## config.mk

```make
export PLATFORM = sky130hd
export DESIGN_NAME = alu_exec_flat
export DESIGN_NICKNAME = d
export VERILOG_FILES = /design/src/rtl/alu_pkg.sv /design/src/rtl/alu_exec_if.sv /design/src/rtl/alu_exec_comb_core.sv /design/src/rtl/alu_exec.sv /design/src/flat_wrapper.sv
export SDC_FILE = /design/constraint.sdc
export NUM_CORES = 1
export LEC_CHECK = 0
export ABC_AREA = 1
export ABC_CLOCK_PERIOD_IN_PS = 2300
export CORE_ASPECT_RATIO = 2
export CORE_MARGIN = 2
export CORE_UTILIZATION = 50
export CTS_BUF_LIST = sky130_fd_sc_hd__clkbuf_2
export DETAILED_ROUTE_END_ITERATION = 16
export HOLD_SLACK_MARGIN = 0.15
export PLACE_DENSITY = 0.75
export SYNTH_ARGS = -nofsm -noshare
export SYNTH_HDL_FRONTEND = slang
export SYNTH_HIERARCHICAL = 1
export SYNTH_SLANG_ARGS = --single-unit
```

## constraint.sdc

```tcl
create_clock -name clk -period 2.3 [get_ports clk]
set_input_delay 0.46 -clock clk [delete_from_list [all_inputs] [get_ports clk]]
set_output_delay 0.46 -clock clk [all_outputs]
set_load 0.05 [all_outputs]
```

## src/rtl/alu_pkg.sv

```systemverilog
// Shared types for the multi-cycle ALU execution front-end.
// Opcode and FSM encodings used by the top, its core and the bench.
package alu_pkg;

    localparam int ALU_W = 4;

    typedef enum logic [2:0] {
        OP_ADD = 3'd0,
        OP_SUB = 3'd1,
        OP_SHL = 3'd2,
        OP_SHR = 3'd3,
        OP_AND = 3'd4,
        OP_OR  = 3'd5,
        OP_XOR = 3'd6,
        OP_NOT = 3'd7
    } alu_op_t;

    typedef enum logic [1:0] {
        IDLE  = 2'd0,
        SHIFT = 2'd1,
        DONE  = 2'd2
    } state_t;

    function automatic logic is_shift(alu_op_t op);
        return (op == OP_SHL) || (op == OP_SHR);
    endfunction

endpackage

```

## src/rtl/alu_exec_if.sv

```systemverilog
// Command and result handshakes of the ALU execution front-end.
// master drives commands and consumes results; slave is the ALU.
interface alu_exec_if #(
    parameter int WIDTH = alu_pkg::ALU_W
) ();
    import alu_pkg::*;

    logic             in_valid;
    logic             in_ready;
    alu_op_t          in_op;
    logic [WIDTH-1:0] in_a;
    logic [WIDTH-1:0] in_b;
    logic             out_valid;
    logic             out_ready;
    logic [WIDTH-1:0] out_res;
    logic             out_carry;
    logic             out_zero;

    modport master (
        output in_valid, in_op, in_a, in_b, out_ready,
        input  in_ready, out_valid, out_res, out_carry, out_zero
    );

    modport slave (
        input  in_valid, in_op, in_a, in_b, out_ready,
        output in_ready, out_valid, out_res, out_carry, out_zero
    );

endinterface

```

## src/rtl/alu_exec_comb_core.sv

```systemverilog
// Single-cycle ALU ops: add, sub, and, or, xor, not.
// Shift opcodes produce zero here; they are stepped by the top.
module alu_comb_core
    import alu_pkg::*;
#(
    parameter int WIDTH = ALU_W
) (
    input  alu_op_t          i_op,
    input  logic [WIDTH-1:0] i_a,
    input  logic [WIDTH-1:0] i_b,
    output logic [WIDTH-1:0] o_res,
    output logic             o_carry
);

    logic [WIDTH:0] w_sum;
    logic [WIDTH:0] w_dif;

    // Bit WIDTH of the difference is the unsigned borrow.
    assign w_sum = {1'b0, i_a} + {1'b0, i_b};
    assign w_dif = {1'b0, i_a} - {1'b0, i_b};

    always_comb begin
        o_res   = '0;
        o_carry = 1'b0;
        unique case (1'b1)
            (i_op == OP_ADD): {o_carry, o_res} = w_sum;
            (i_op == OP_SUB): {o_carry, o_res} = w_dif;
            (i_op == OP_AND): o_res = i_a & i_b;
            (i_op == OP_OR):  o_res = i_a | i_b;
            (i_op == OP_XOR): o_res = i_a ^ i_b;
            (i_op == OP_NOT): o_res = ~i_a;
            default: begin
                o_res   = '0;
                o_carry = 1'b0;
            end
        endcase
    end

endmodule

```

## src/rtl/alu_exec.sv

```systemverilog
// Multi-cycle ALU front-end: accepts one command, steps shifts one
// bit per cycle and holds a registered result until it is taken.
module alu_exec
    import alu_pkg::*;
#(
    parameter int WIDTH = ALU_W
) (
    input  logic       clk,
    input  logic       rst_n,
    alu_exec_if.slave  bus
);

    localparam int CW = $clog2(WIDTH + 1);
    localparam logic [WIDTH:0]  LP_WB = (WIDTH + 1)'(WIDTH);
    localparam logic [CW-1:0]   LP_WK = CW'(WIDTH);
    localparam logic [CW-1:0]   LP_ONE = CW'(1);

    state_t           r_state;
    state_t           w_next;
    logic [CW-1:0]    r_cnt;
    logic [WIDTH-1:0] r_work;
    logic             r_left;
    logic [WIDTH-1:0] r_res;
    logic             r_carry;
    logic             r_zero;
    logic             r_valid;

    logic [CW-1:0]    w_k;
    logic             w_shift;
    logic [WIDTH-1:0] w_core_res;
    logic             w_core_carry;
    logic [WIDTH-1:0] w_sh_res;
    logic             w_sh_out;

    alu_comb_core #(.WIDTH(WIDTH)) u_core (
        .i_op    (bus.in_op),
        .i_a     (bus.in_a),
        .i_b     (bus.in_b),
        .o_res   (w_core_res),
        .o_carry (w_core_carry)
    );

    assign w_shift = is_shift(bus.in_op);
    assign w_k = ({1'b0, bus.in_b} >= LP_WB) ? LP_WK : CW'(bus.in_b);

    always_comb begin
        w_sh_res = '0;
        w_sh_out = 1'b0;
        if (r_left) begin
            {w_sh_out, w_sh_res} = {r_work, 1'b0};
        end else begin
            {w_sh_res, w_sh_out} = {1'b0, r_work};
        end
    end

    always_comb begin
        w_next = r_state;
        unique case (r_state)
            IDLE: begin
                if (bus.in_valid) begin
                    w_next = (w_shift && (w_k != '0)) ? SHIFT : DONE;
                end
            end
            SHIFT: begin
                if (r_cnt == LP_ONE) begin
                    w_next = DONE;
                end
            end
            DONE: begin
                if (bus.out_ready) begin
                    w_next = IDLE;
                end
            end
            default: w_next = IDLE;
        endcase
    end

    always_ff @(posedge clk) begin
        if (!rst_n) begin
            r_state <= IDLE;
            r_cnt   <= '0;
            r_work  <= '0;
            r_left  <= 1'b0;
            r_res   <= '0;
            r_carry <= 1'b0;
            r_zero  <= 1'b0;
            r_valid <= 1'b0;
        end else begin
            r_state <= w_next;
            unique case (r_state)
                IDLE: begin
                    if (bus.in_valid) begin
                        if (!w_shift) begin
                            r_res   <= w_core_res;
                            r_carry <= w_core_carry;
                            r_zero  <= (w_core_res == '0);
                            r_valid <= 1'b1;
                        end else if (w_k == '0) begin
                            r_res   <= bus.in_a;
                            r_carry <= 1'b0;
                            r_zero  <= (bus.in_a == '0);
                            r_valid <= 1'b1;
                        end else begin
                            r_work <= bus.in_a;
                            r_cnt  <= w_k;
                            r_left <= (bus.in_op == OP_SHL);
                        end
                    end
                end
                SHIFT: begin
                    r_work <= w_sh_res;
                    r_cnt  <= r_cnt - LP_ONE;
                    if (r_cnt == LP_ONE) begin
                        r_res   <= w_sh_res;
                        r_carry <= w_sh_out;
                        r_zero  <= (w_sh_res == '0);
                        r_valid <= 1'b1;
                    end
                end
                DONE: begin
                    if (bus.out_ready) begin
                        r_valid <= 1'b0;
                    end
                end
                default: r_valid <= 1'b0;
            endcase
        end
    end

    // Held low while reset is asserted, even though the state is IDLE.
    assign bus.in_ready  = rst_n && (r_state == IDLE);
    assign bus.out_valid = r_valid;
    assign bus.out_res   = r_res;
    assign bus.out_carry = r_carry;
    assign bus.out_zero  = r_zero;

endmodule

```

## src/flat_wrapper.sv

```systemverilog
// flat-port wrapper written by rule: the top's interface ports become plain ports
module alu_exec_flat import alu_pkg::*;
#(
    parameter int WIDTH = ALU_W
)
  (clk, rst_n, bus_in_valid, bus_in_op, bus_in_a, bus_in_b, bus_out_ready, bus_in_ready, bus_out_valid, bus_out_res, bus_out_carry, bus_out_zero);
  alu_exec_if #(.WIDTH(WIDTH)) bus_i ();
  input  logic clk;
  input  logic rst_n;
  input wire logic [$bits(bus_i.in_valid)-1:0] bus_in_valid;
  input wire logic [$bits(bus_i.in_op)-1:0] bus_in_op;
  input wire logic [$bits(bus_i.in_a)-1:0] bus_in_a;
  input wire logic [$bits(bus_i.in_b)-1:0] bus_in_b;
  input wire logic [$bits(bus_i.out_ready)-1:0] bus_out_ready;
  output wire logic [$bits(bus_i.in_ready)-1:0] bus_in_ready;
  output wire logic [$bits(bus_i.out_valid)-1:0] bus_out_valid;
  output wire logic [$bits(bus_i.out_res)-1:0] bus_out_res;
  output wire logic [$bits(bus_i.out_carry)-1:0] bus_out_carry;
  output wire logic [$bits(bus_i.out_zero)-1:0] bus_out_zero;
  assign bus_i.in_valid = bus_in_valid;
  assign bus_i.in_op = bus_in_op;
  assign bus_i.in_a = bus_in_a;
  assign bus_i.in_b = bus_in_b;
  assign bus_i.out_ready = bus_out_ready;
  assign bus_in_ready = bus_i.in_ready;
  assign bus_out_valid = bus_i.out_valid;
  assign bus_out_res = bus_i.out_res;
  assign bus_out_carry = bus_i.out_carry;
  assign bus_out_zero = bus_i.out_zero;
  alu_exec #(.WIDTH(WIDTH)) u_core (.clk(clk), .rst_n(rst_n), .bus(bus_i));
endmodule
```

Yosys cells after proc, flatten, opt, wreduce, memory -nomap -nowiden
Cells that the tools add are included.
{"block": "word_totals", "reg_bits": 17, "in_bits": 15, "output_inout_bits": 8, "wordCells": 88}
{"block": "op_classes", "n_addsub": 3, "order_cmp": 1, "eq_ne": 16, "mux": 39, "n_bitwise": 5, "reduce_logical": 16}
{"operator": "2-to-1 mux 4 bit", "n": 8}
{"operator": "one-hot mux 4 bit (6 select lines)", "n": 1}
{"operator": "one-hot mux 4 bit (2 select lines)", "n": 2}
{"operator": "AND reduction 4 bit", "n": 4}
{"operator": "2-to-1 mux 1 bit", "n": 14}
{"operator": "== test 3 bit (second input constant)", "n": 4}
{"operator": "logical NOT 4 bit", "n": 3}
{"operator": "2-to-1 mux 3 bit", "n": 4}
{"operator": "2-to-1 mux 2 bit", "n": 4}
{"operator": "== test 3 x 1 -> 1 bit (second input constant)", "n": 2}
{"operator": "== test 3 x 2 -> 1 bit (second input constant)", "n": 2}
{"operator": "logical NOT 3 bit", "n": 2}
{"operator": "!= test 2 bit (second input constant)", "n": 3}
{"operator": "one-hot mux 1 bit (2 select lines)", "n": 3}
{"operator": "one-hot mux 2 bit (3 select lines)", "n": 1}
{"operator": "one-hot mux 3 bit (2 select lines)", "n": 1}
{"operator": "adder 4 x 4 -> 5 bit", "n": 1}
{"operator": "subtractor 4 x 4 -> 5 bit", "n": 1}
{"operator": "AND 4 bit", "n": 1}
{"operator": ">= comparator 4 x 3 -> 1 bit (second input constant)", "n": 1}
{"operator": "!= test 2 x 1 -> 1 bit (second input constant)", "n": 2}
{"operator": "inverter 4 bit", "n": 1}
{"operator": "OR 4 bit", "n": 1}
{"operator": "XOR 4 bit", "n": 1}
{"operator": "other kinds (12)", "n": 13}

Longest topological paths before layout
Gate-level depths: netlist of run 1.
{"block": "depth", "depth_word": 7, "depth_mapped": 15, "mapped_depth_nobuf": 15}

Hierarchy
Netlist of run 1, hierarchy kept.
{"module": "alu_exec", "instances": 1, "cells_each": 199, "area_per_inst_um2": 1128.6, "seq_area_each_um2": 340.3}
{"module": "alu_comb_core", "instances": 1, "cells_each": 90, "area_per_inst_um2": 549.3, "seq_area_each_um2": 0.0}

Least setup slack after synthesis of run 1
Ideal clock, no wire load.
{"block": "synth_timing", "path_type": "in2reg", "startpoint": "in bus_in_a[0]", "endpoint": "reg u_core.r_zero (netlist: u_core/bus.out_zero)", "setup_ns": 0.064, "t_arrival_ns": 1.815, "required_time_ns": 2.236, "slack_ns": 0.421, "path_stages": 12, "path_buffers": 0, "cell_sequence": "ha_1 inv_1 fa_1 inv_1 nand2_1 a21oi_1 nand2_1 nor2_1 nand3_1 a21oi_1 nor2_1 nor2_1"}
{"block": "synth_between", "elab_chain_cells": 6, "elab_cells_between_ends": 13, "cone_classes": "2 x add/sub; 5 x mux; 4 x bitwise; 2 x reduce/logical"}
{"element": "start: declaration", "line": "flat_wrapper.sv:12", "rtl": "input wire logic [$bits(bus_i.in_a)-1:0] bus_in_a;"}
{"element": "subtractor 4 x 4 -> 5 bit or adder 4 x 4 -> 5 bit (tied branches)", "line": "alu_exec_comb_core.sv:20, alu_exec_comb_core.sv:19"}
{"element": "one-hot mux 4 bit (6 select lines) *", "line": "alu_exec_comb_core.sv:25", "rtl": "unique case (1'b1)"}
{"element": "net u_core.w_core_res[2]", "line": "alu_exec.sv:30", "rtl": "logic [WIDTH-1:0] w_core_res;"}
{"element": "logical NOT 4 bit *", "line": "alu_exec.sv:96", "rtl": "r_zero <= (w_core_res == '0);"}
{"element": "2-to-1 mux 1 bit *", "line": "alu_exec.sv:93", "rtl": "if (!w_shift) begin"}
{"element": "2-to-1 mux 1 bit *", "line": "alu_exec.sv:92", "rtl": "if (bus.in_valid) begin"}
{"element": "one-hot mux 1 bit (2 select lines) *", "line": "alu_exec.sv:90", "rtl": "unique case (r_state)"}
{"element": "end signal: assignment", "line": "alu_exec.sv:96"}
{"element": "end signal: assignment", "line": "alu_exec.sv:101", "rtl": "r_zero <= (bus.in_a == '0);"}
{"element": "end signal: assignment", "line": "alu_exec.sv:116", "rtl": "r_zero <= (w_sh_res == '0);"}
{"element": "end: declaration", "line": "alu_exec.sv:25", "rtl": "logic r_zero;"}
Mark *: on every way through the listed nets, which the timed path passes. The rest lies on a longest branch. The select of a mux whose other input is x is not followed.
A chain may end at the register's enable or synchronous reset.

Final worst setup path of run 1
{"block": "layout_timing", "startpoint": "in bus_in_b[1]", "endpoint": "reg u_core.r_zero (netlist: u_core/bus.out_zero)"}
{"block": "layout_between", "elab_chain_cells": 6, "elab_cells_between_ends": 15, "cone_classes": "2 x add/sub; 1 x order compare; 1 x eq/ne; 5 x mux; 3 x bitwise; 3 x reduce/logical"}
{"element": "start: declaration", "line": "flat_wrapper.sv:13", "rtl": "input wire logic [$bits(bus_i.in_b)-1:0] bus_in_b;"}
{"element": "subtractor 4 x 4 -> 5 bit, or another cell as far along", "line": "alu_exec_comb_core.sv:20", "rtl": "assign w_dif = {1'b0, i_a} - {1'b0, i_b};"}
{"element": "one-hot mux 4 bit (6 select lines) *", "line": "alu_exec_comb_core.sv:25"}
{"element": "net u_core.w_core_res[1]", "line": "alu_exec.sv:30"}
{"element": "logical NOT 4 bit *", "line": "alu_exec.sv:96"}
{"element": "2-to-1 mux 1 bit *", "line": "alu_exec.sv:93"}
{"element": "2-to-1 mux 1 bit *", "line": "alu_exec.sv:92"}
{"element": "one-hot mux 1 bit (2 select lines) *", "line": "alu_exec.sv:90"}
Marked as above.

==> impl_metrics.yaml, run 1 <==
timing:
  max_freq_ghz: 0.454
  holdWs_ns: 0.465
  min_period_ns: 2.20
  fin_worst_skew_ns: 0.00579
  setup_viol: 0
  hold_viol: 0
  post-route-period-util_pct: 95.8
  slew-limit-headroom_pct: 53.4
  drv_slew: 0
  grt_setup_unrepaired: "no"
  worst_slew_pin_slew_ns: 0.696
routing:
  wl_um: 4690
  wl_per_cell_um: 12.9
  dr.pass1.iters: 4
  first_iter_violations: 48
  vias_per_cell: 5.16
  route.detailed.drc: 0
  antenna_left: 0
  vias: 1879
setup_path:
  crit_fanout: 4
  arrival_ns: 2.44
  cp_common_cell: "nor2_1"
  crit_path_end_kind: "flip-flop"
  critPathMaxStageDelay_ns: 0.60
  worst-setup-path-type: "input port to flip-flop"
  slowest_stage: "fa_2"
  critPathBufInv: 4
  crit_family: "buffers and inverters"
  cp-start-kind: "input port"
  path_cells: "clkdlybuf4s50_1 > inv_2 > buf_4 > fa_2 > o21ai_2 > inv_2 > nand3b_1 > nor2_1 > nand3_1 > a21oi_2 > nor2_1 > nor2_1"
  cp.required_ns: 2.54
floorplanning:
  die_area_um2: 3860
  initial_utilization_pct: 52.5
  io_pins: 23
  core-area_um2: 3190
  die_height_um: 85.9
  chipWidth_um: 45.0
  fp-row-count: 29
clock_tree:
  path_clk_slew_ns: 0.16
  insertion_delay_ns: 0.28
  cts.sinks: 17
  cts_buffers: 3
  cts_tree: "done"
  root_buffer: "clkbuf_2"
  htree_levels: 1
  clockBufferDepth: 2
min_path:
  min_path_type: "flip-flop to flip-flop"
global_route:
  grtUsageMet2_pct: 52.5
  grt_overflow: 0
  track_usage_pct: 26.5
  antenna_found_initial: 0
  grt_pass1_wl_um: 7730
  grt_max_degree: 16
  grt_pass1_vias: 1858
  grt-busiest-layer: "met2"
  use_met3_pct: 1.26
  grtUsageMet1_pct: 25.0
yosys:
  yosysSeqAreaShare_pct: 20.3
  synthTopCellsByArea: "dfxtp_1 (20%), nand2_1 (14%), nor2_1 (13%)"
  yosysTopAreaCell: "dfxtp_1"
  syn_area_um2: 1680
  synth_edf_count: 0
  synth.distinct_cells: 28
  synth_nets: 320
  ys_warn_count: 6
  ys_seq_elements: 17
  synth_cells: 289
  synthArstFlopShare_pct: 0
  syn_area_per_cell_um2: 5.81
  synthFlopType: "dfxtp_1"
  yosys.area.top_type_share_pct: 20.3
final_layout:
  layout.nets: 365
  area_growth_pct: 27.7
  layout-drive-gt1-share_pct: 17.1
  antennaDiodeCount: 0
  fill_cells: 331
  final_cell_mix: "nand2_1 (62), nor2_1 (57), inv_1 (47)"
  final_util_pct: 67.1
  final_common_cell: "nand2_1"
job:
  maxCapViolations: 0
run_status:
  status: "complete, no violations"
power:
  p_leak_nw: 1.14
  vdd.ir_drop.worst_mv: 0.373
  power_density_nw_per_um2: 433
place:
  hpwl_um: 3890
  portBuffers: 22
  place.gp.congestion: 0.989
-- layer usage --
layer / wire length [µm] / vias up / part of all wire, %
met5: 0 / - / 0
met4: 159 / 0 / 3.4
met3: 109 / 12 / 2.3
met2: 2680 / 37 / 57
met1: 1750 / 854 / 37
li1: - / 976 / -
-- flip-flops by register name, summed over array words and instances, names as in the netlist --
name,count
u_core/r_left,1
u_core/r_cnt,3
u_core/bus.out_zero,1
u_core/r_state,2
u_core/bus.out_carry,1
u_core/bus.out_res,4
u_core/r_work,4
u_core/bus.out_valid,1
-- layout make-up --
cell class                      count  area [µm²]  area share, %
Inverter                           54         203           9.46
Timing Repair Buffer               48         427           19.9
Tap cell                           31        38.8           1.81
Multi-Input combinational cell    210        1110           52.0
Sequential cell                    17         340           15.9
Clock buffer                        4        20.0          0.935
-- power by group --
group / switching [mW] / internal, mW / total [mW]
Combinational: 0.268 / 0.182 / 0.450
Clock: 0.0904 / 0.0461 / 0.137
Sequential: 0.0191 / 0.322 / 0.342
Total: 0.377 / 0.550 / 0.928
-- worst reg2reg max path, cell delays in order, from the launching register on --
cell	delay, ns
dfxtp_1	0.44
inv_2	0.07
nor2_1	0.54
o211ai_1	0.21
o21ai_0	0.14
nor2_1	0.07
nor2_1	0.11
-- cell families (layout without fill, tap and decap cells) --
group | after synthesis | count (layout) | synth area share, %
xor+xnor | 1 | 1 | 0.522
fa+ha+maj | 16 | 16 | 12.8
buf+inv | 62 | 106 | 15.4
compound gates | 33 | 33 | 10.7
flops | 17 | 17 | 20.3
simple gates | 160 | 160 | 40.3
-- stage by stage --
stage               setup WS [ns]  power, mW  cell area, µm²  instances  setup TNS (ns)
floorplan                   0.421      0.620            1680        289               0
global placement           -0.331      0.780            2090        360           -1.37
detailed placement         -0.389      0.784            2090        360           -1.53
CTS                       0.00735      0.925            2110        364               0
global route              0.00166      0.994            2140        364               0
finish                     0.0976      0.928            2140        364               0
-- cell usage after synthesis, types with 2 or more instances --
cell and n:
nand2_1 63, o211ai_1 2, o22ai_1 3, a21oi_1 11, dfxtp_1 17, ha_1 14
buf_4 4, nor2_2 3, fa_1 2, nand3b_1 2, inv_2 5, o21ai_0 14
nand2_2 2, buf_2 2, inv_1 49, nor2_1 57, nand3_1 28
-- timing repair --
action / in CTS / in global routing
setup buffers: 0 / 0
pin swaps: 0 / 6
resized for setup: 3 / 13
hold buffers: 0 / 0
gates cloned: 0 / 0
setup endpoints to repair: 3 / 5
hold endpoints to repair: 0 / 0
-- worst paths after layout --
| kind | slack, ns | depth (start not counted) | endpoint | startpoint |
|---|---|---|---|---|
| min reg2reg | 0.46 | 2 | u_core/bus.out_valid$_SDFFE_PN0P_ | u_core/bus.out_valid$_SDFFE_PN0P_ |
| max | 0.1 | 12 | u_core/bus.out_zero$_SDFFE_PN0P_ | bus_in_b[1] |
| max reg2reg | 0.66 | 6 | u_core/r_work[1]$_SDFFE_PN0P_ | u_core/r_state[0]$_SDFFE_PN0P_ |
| min | 0.46 | 2 | u_core/bus.out_valid$_SDFFE_PN0P_ | u_core/bus.out_valid$_SDFFE_PN0P_ |
No activity file was read; power rests on OpenSTA's default activity.
==> inputs of run 2 (changes only) <==
--- a/config.mk
+++ b/config.mk
@@ -6,13 +6,13 @@
 export NUM_CORES = 1
 export LEC_CHECK = 0
 export ABC_AREA = 1
-export ABC_CLOCK_PERIOD_IN_PS = 2300
+export ABC_CLOCK_PERIOD_IN_PS = 2400
 export CORE_ASPECT_RATIO = 2
-export CORE_MARGIN = 2
 export CORE_UTILIZATION = 50
 export CTS_BUF_LIST = sky130_fd_sc_hd__clkbuf_2
 export DETAILED_ROUTE_END_ITERATION = 16
 export HOLD_SLACK_MARGIN = 0.15
+export MAX_ROUTING_LAYER = met4
 export PLACE_DENSITY = 0.75
 export SYNTH_ARGS = -nofsm -noshare
 export SYNTH_HDL_FRONTEND = slang
==> constraint.sdc (replaced) <==
create_clock -name clk -period 2.4 [get_ports clk]
set_input_delay 0.48 -clock clk [delete_from_list [all_inputs] [get_ports clk]]
set_output_delay 0.48 -clock clk [all_outputs]
set_load 0.05 [all_outputs]
==> impl_metrics.yaml, run 2 (synthesis gave the netlist of run 1 again) <==
run_status:
  status: "complete, no violations"
routing:
  wl_per_cell_um: 13.1
  vias: 1895
  vias_per_cell: 5.25
  dr.pass1.iters: 4
  first_iter_violations: 68
  wl_um: 4730
  route.detailed.drc: 0
  antenna_left: 0
global_route:
  grt_overflow: 0
  grt_pass1_wl_um: 7750
  antenna_found_initial: 0
  grt_max_degree: 16
  track_usage_pct: 28.3
  grt_pass1_vias: 1903
power:
  vdd.ir_drop.worst_mv: 0.385
  power_density_nw_per_um2: 414
  power_mw: 0.869
  p_leak_nw: 1.13
setup_path:
  reg2reg_slack_ns: 0.74
  worstReg2RegEnd: "u_core/r_work[1]$_SDFFE_PN0P_"
  worst-setup-path-type: "input port to flip-flop"
  crit_start: "bus_in_a[0]"
  critPathMaxStageDelay_ns: 0.44
  cp.required_ns: 2.63
  slowest_stage: "clkdlybuf4s50_1"
  path_cells: "clkdlybuf4s50_1 > inv_1 > ha_1 > inv_2 > fa_1 > nor2_1 > nor3_2 > a21oi_1 > nand2_1 > nor2_1 > nand3_1 > a21oi_2 > nor2_1 > nor2_1"
  cp-start-kind: "input port"
  crit_fanout: 3
  r2r_cells: 6
  crit_path_end_kind: "flip-flop"
  endpoint: "u_core/bus.out_zero$_SDFFE_PN0P_"
  cp_common_cell: "nor2_1"
  arrival_ns: 2.52
  r2r-start: "u_core/r_state[0]$_SDFFE_PN0P_"
final_layout:
  layout-drive-gt1-share_pct: 14.2
  antennaDiodeCount: 0
  final_util_pct: 65.8
  layout.nets: 362
  final_cell_mix: "nand2_1 (63), nor2_1 (57), inv_1 (48)"
  instances_no_fill: 361
  fill_cells: 316
  area_growth_pct: 25.2
  final_common_cell: "nand2_1"
timing:
  max_freq_ghz: 0.437
  holdWs_ns: 0.461
  fin_worst_skew_ns: 0.00276
  post-route-period-util_pct: 95.3
  setup_viol: 0
  slew-limit-headroom_pct: 53.3
  hold_viol: 0
  min_period_ns: 2.29
  worst_slew_pin_slew_ns: 0.697
  drv_slew: 0
clock_tree:
  insertion_delay_ns: 0.28
  path_clk_slew_ns: 0.16
  postCtsHoldBufs: 0
  cts_tree: "done"
  cts.sinks: 17
  htree_levels: 1
  root_buffer: "clkbuf_2"
  clockBufferDepth: 2
  cts_buffers: 3
place:
  portBuffers: 22
  hpwl_um: 3960
  place.gp.congestion: 1.08
  dp.cells: 356
min_path:
  min_path_type: "flip-flop to flip-flop"
  worst_hold_startpoint: "u_core/bus.out_valid$_SDFFE_PN0P_"
job:
  maxCapViolations: 0
floorplanning:
  chipWidth_um: 43.0
  io_pins: 23
  initial_utilization_pct: 52.5
  die_area_um2: 3610
  fp-row-count: 29
  die_height_um: 83.9
  core-area_um2: 3190
run 2: cell count changes in the layout (fill, tap and decap cells not counted), sizes merged:
cell	before	now
buf	27	24
clkbuf	4	3
clkdlybuf4s50	19	20
clkinv	0	1
dlygate4sd2	1	0
run 2: power breakdown:
part	leakage, nW	switching (mW)	internal, mW
Clock	0.0164	0.0864	0.0378
Sequential	0.140	0.0194	0.309
Combinational	0.970	0.249	0.167
run 2: stage by stage:
stage | TNS (ns) | setup WS [ns] | instance area (µm²)
2_1_floorplan | 0 | 0.492 | 1680
3_3_place_gp | -0.925 | -0.292 | 2060
3_5_place_dp | -0.876 | -0.276 | 2060
4_1_cts | 0 | 0.0347 | 2080
5_1_grt | -0.00780 | -0.00715 | 2100
6_report | 0 | 0.112 | 2100
run 2: worst min-delay path by stage:
stage / to / depth (start not counted)
2_1_floorplan: u_core/r_cnt[1]$_SDFFE_PN0P_ / 2
3_3_place_gp: u_core/bus.out_valid$_SDFFE_PN0P_ / 2
3_5_place_dp: u_core/bus.out_valid$_SDFFE_PN0P_ / 2
4_1_cts: u_core/bus.out_valid$_SDFFE_PN0P_ / 2
5_1_grt: u_core/bus.out_valid$_SDFFE_PN0P_ / 2
6_report: u_core/bus.out_valid$_SDFFE_PN0P_ / 2
run 2: what timing repair did:
| item | 4_1_cts | 5_1_grt |
|---|---|---|
| endpoints found under the setup margin | 0 | 4 |
| hold endpoints to repair | 0 | 0 |
| setup buffers | 0 | 1 |
| resized for setup | 0 | 6 |
run 2: worst max-delay path, delay by kind of cell:
| family | cells | cell delay, ns |
|---|---|---|
| AO/OA/AOI/OAI | 2 | 0.24 |
| buffers and inverters | 3 | 0.59 |
| adder cells (fa/ha/maj) | 2 | 0.57 |
| AND/OR/NAND/NOR | 7 | 0.64 |
run 2: metal layers:
metal | GRT usage, % | wire (µm) | vias to the layer above
met1 | 23.8 | 1650 | 869
met3 | 1.52 | 110 | 14
li1 | - | - | 974
met2 | 56.1 | 2770 | 38
met5 | - | 0 | -
met4 | 16.0 | 200 | 0
run 2: layout make-up:
cell class	count	area, µm²	area share (%)
inverter	54	203	9.65
clock inverter	1	5.00	0.238
multi-input combinational	210	1090	52.1
tap	31	38.8	1.85
sequential	17	340	16.2
timing repair buffer	45	405	19.3
clock buffer	3	15.0	0.715
==> inputs of run 3 (changes only) <==
--- a/config.mk
+++ b/config.mk
@@ -6,7 +6,7 @@
 export NUM_CORES = 1
 export LEC_CHECK = 0
 export ABC_AREA = 1
-export ABC_CLOCK_PERIOD_IN_PS = 2400
+export ABC_CLOCK_PERIOD_IN_PS = 2290
 export CORE_ASPECT_RATIO = 2
 export CORE_UTILIZATION = 50
 export CTS_BUF_LIST = sky130_fd_sc_hd__clkbuf_2
==> constraint.sdc (replaced) <==
create_clock -name clk -period 2.29 [get_ports clk]
set_input_delay 0.458 -clock clk [delete_from_list [all_inputs] [get_ports clk]]
set_output_delay 0.458 -clock clk [all_outputs]
set_load 0.05 [all_outputs]
==> impl_metrics.yaml, run 3 (synthesis gave the netlist of run 1 again) <==
run_status:
  status: "complete, no violations"
power:
  power_density_nw_per_um2: 428
  power_mw: 0.925
  vdd.ir_drop.worst_mv: 0.397
  p_leak_nw: 1.16
timing:
  fin_worst_skew_ns: 0.00773
  slew-limit-headroom_pct: 55.0
  max_freq_ghz: 0.467
  drv_slew: 0
  min_period_ns: 2.14
  holdWs_ns: 0.458
  grt_setup_unrepaired: "yes"
  hold_viol: 0
  setup_viol: 0
  post-route-period-util_pct: 93.5
  worst_slew_pin_slew_ns: 0.673
place:
  portBuffers: 22
  hpwl_um: 3900
  post_dp_cell_area_um2: 2100
  place.gp.congestion: 0.964
final_layout:
  final_cell_mix: "nand2_1 (63), nor2_1 (57), inv_1 (49)"
  fin_area_um2: 2160
  layout-drive-gt1-share_pct: 16.1
  antennaDiodeCount: 0
  area_growth_pct: 28.7
  final_common_cell: "nand2_1"
  layout.nets: 367
routing:
  vias: 1870
  route.detailed.drc: 0
  first_iter_violations: 65
  wl_um: 4630
  vias_per_cell: 5.11
  antenna_left: 0
  wl_per_cell_um: 12.6
  dr.pass1.iters: 4
global_route:
  antenna_found_initial: 0
  grt_overflow: 0
  track_usage_pct: 28.3
  grt_pass1_vias: 1831
  grt_pass1_wl_um: 7750
  grt_max_degree: 16
floorplanning:
  io_pins: 23
  die_area_um2: 3610
  fp-row-count: 29
  die_height_um: 83.9
  chipWidth_um: 43.0
  initial_utilization_pct: 52.5
  core-area_um2: 3190
clock_tree:
  root_buffer: "clkbuf_2"
  path_clk_slew_ns: 0.16
  htree_levels: 1
  cts_setup_buffers: 0
  clockBufferDepth: 2
  cts_buffers: 3
  insertion_delay_ns: 0.28
  cts.sinks: 17
  cts_tree: "done"
setup_path:
  r2r-start: "u_core/r_state[0]$_SDFFE_PN0P_"
  worst-setup-path-type: "input port to flip-flop"
  reg2reg_slack_ns: 0.65
  critPathMaxStageDelay_ns: 0.44
  slowest_stage: "clkdlybuf4s50_1"
  cp-start-kind: "input port"
  worstReg2RegEnd: "u_core/r_work[1]$_SDFFE_PN0P_"
  crit_path_end_kind: "flip-flop"
  crit_fanout: 3
  cp.required_ns: 2.49
  r2r_cells: 6
  cp_common_cell: "nor2_1"
  path_cells: "clkdlybuf4s50_1 > buf_4 > fa_1 > inv_1 > nor2_1 > nor3_1 > a21oi_2 > nand2_1 > nor2_1 > nand3_1 > a21oi_2 > nor2_1 > nor2_1"
  arrival_ns: 2.34
min_path:
  worst_hold_startpoint: "u_core/bus.out_valid$_SDFFE_PN0P_"
  min_path_type: "flip-flop to flip-flop"
  whs_path_depth: 2
  holdPathEnd: "u_core/bus.out_valid$_SDFFE_PN0P_"
job:
  maxCapViolations: 0
[run 3: metrics by stage]
step | setup WS (ns) | setup TNS (ns) | utilization [%] | cells
global placement | -0.303 | -1.39 | 65.8 | 362
global route | -0.0450 | -0.0450 | 67.6 | 366
CTS | 0.0172 | 0 | 66.6 | 366
floorplan | 0.413 | 0 | - | 289
finish | 0.148 | 0 | 67.6 | 366
detailed placement | -0.327 | -1.43 | 65.8 | 362
[run 3: how the worst max path moves through the flow]
stage | from | end | slack, ns | cells after the start
floorplan | bus_in_a[0] | u_core/bus.out_zero$_SDFFE_PN0P_ | 0.41 | 12
finish | bus_in_a[1] | u_core/bus.out_zero$_SDFFE_PN0P_ | 0.15 | 13
global placement | bus_in_b[0] | u_core/bus.out_zero$_SDFFE_PN0P_ | -0.30 | 13
global route | bus_in_b[2] | u_core/bus.out_res[3]$_SDFFE_PN0P_ | -0.04 | 15
CTS | bus_in_b[0] | u_core/bus.out_zero$_SDFFE_PN0P_ | 0.02 | 12
detailed placement | bus_in_b[0] | u_core/bus.out_zero$_SDFFE_PN0P_ | -0.33 | 13
[run 3: worst max-delay path: cells and delay by family]
kind	cells	cell delay [ns]
compound gates	2	0.10
buf+inv	3	0.68
simple gates	7	0.67
fa+ha+maj	1	0.43
[run 3: cell type report]
| class | instances | area, µm² |
|---|---|---|
| Timing Repair Buffer | 50 | 445 |
| Tap cell | 31 | 38.8 |
| Sequential cell | 17 | 340 |
| Multi-Input combinational cell | 210 | 1110 |
| Clock buffer | 4 | 20.0 |
| Fill cell | 313 | 1030 |
| Inverter | 54 | 203 |
[run 3: routing by layer]
layer	track usage [%]	up-vias	wire [µm]
met5	-	-	0
met4	7.16	0	60
met3	0.649	6	100
met1	27.1	843	1670
met2	57.6	41	2800
li1	-	980	-
[run 3: timing repair]
item	in CTS	in global routing
gates resized for setup	2	7
hold buffers	0	0
endpoints found under the setup margin	1	5
pin swaps	0	3
[run 3: power breakdown]
part	total (mW)	switching, mW	leakage (nW)	internal (mW)
Clock	0.133	0.0865	0.0166	0.0463
Sequential	0.343	0.0192	0.140	0.324
Combinational	0.449	0.265	1.00	0.185
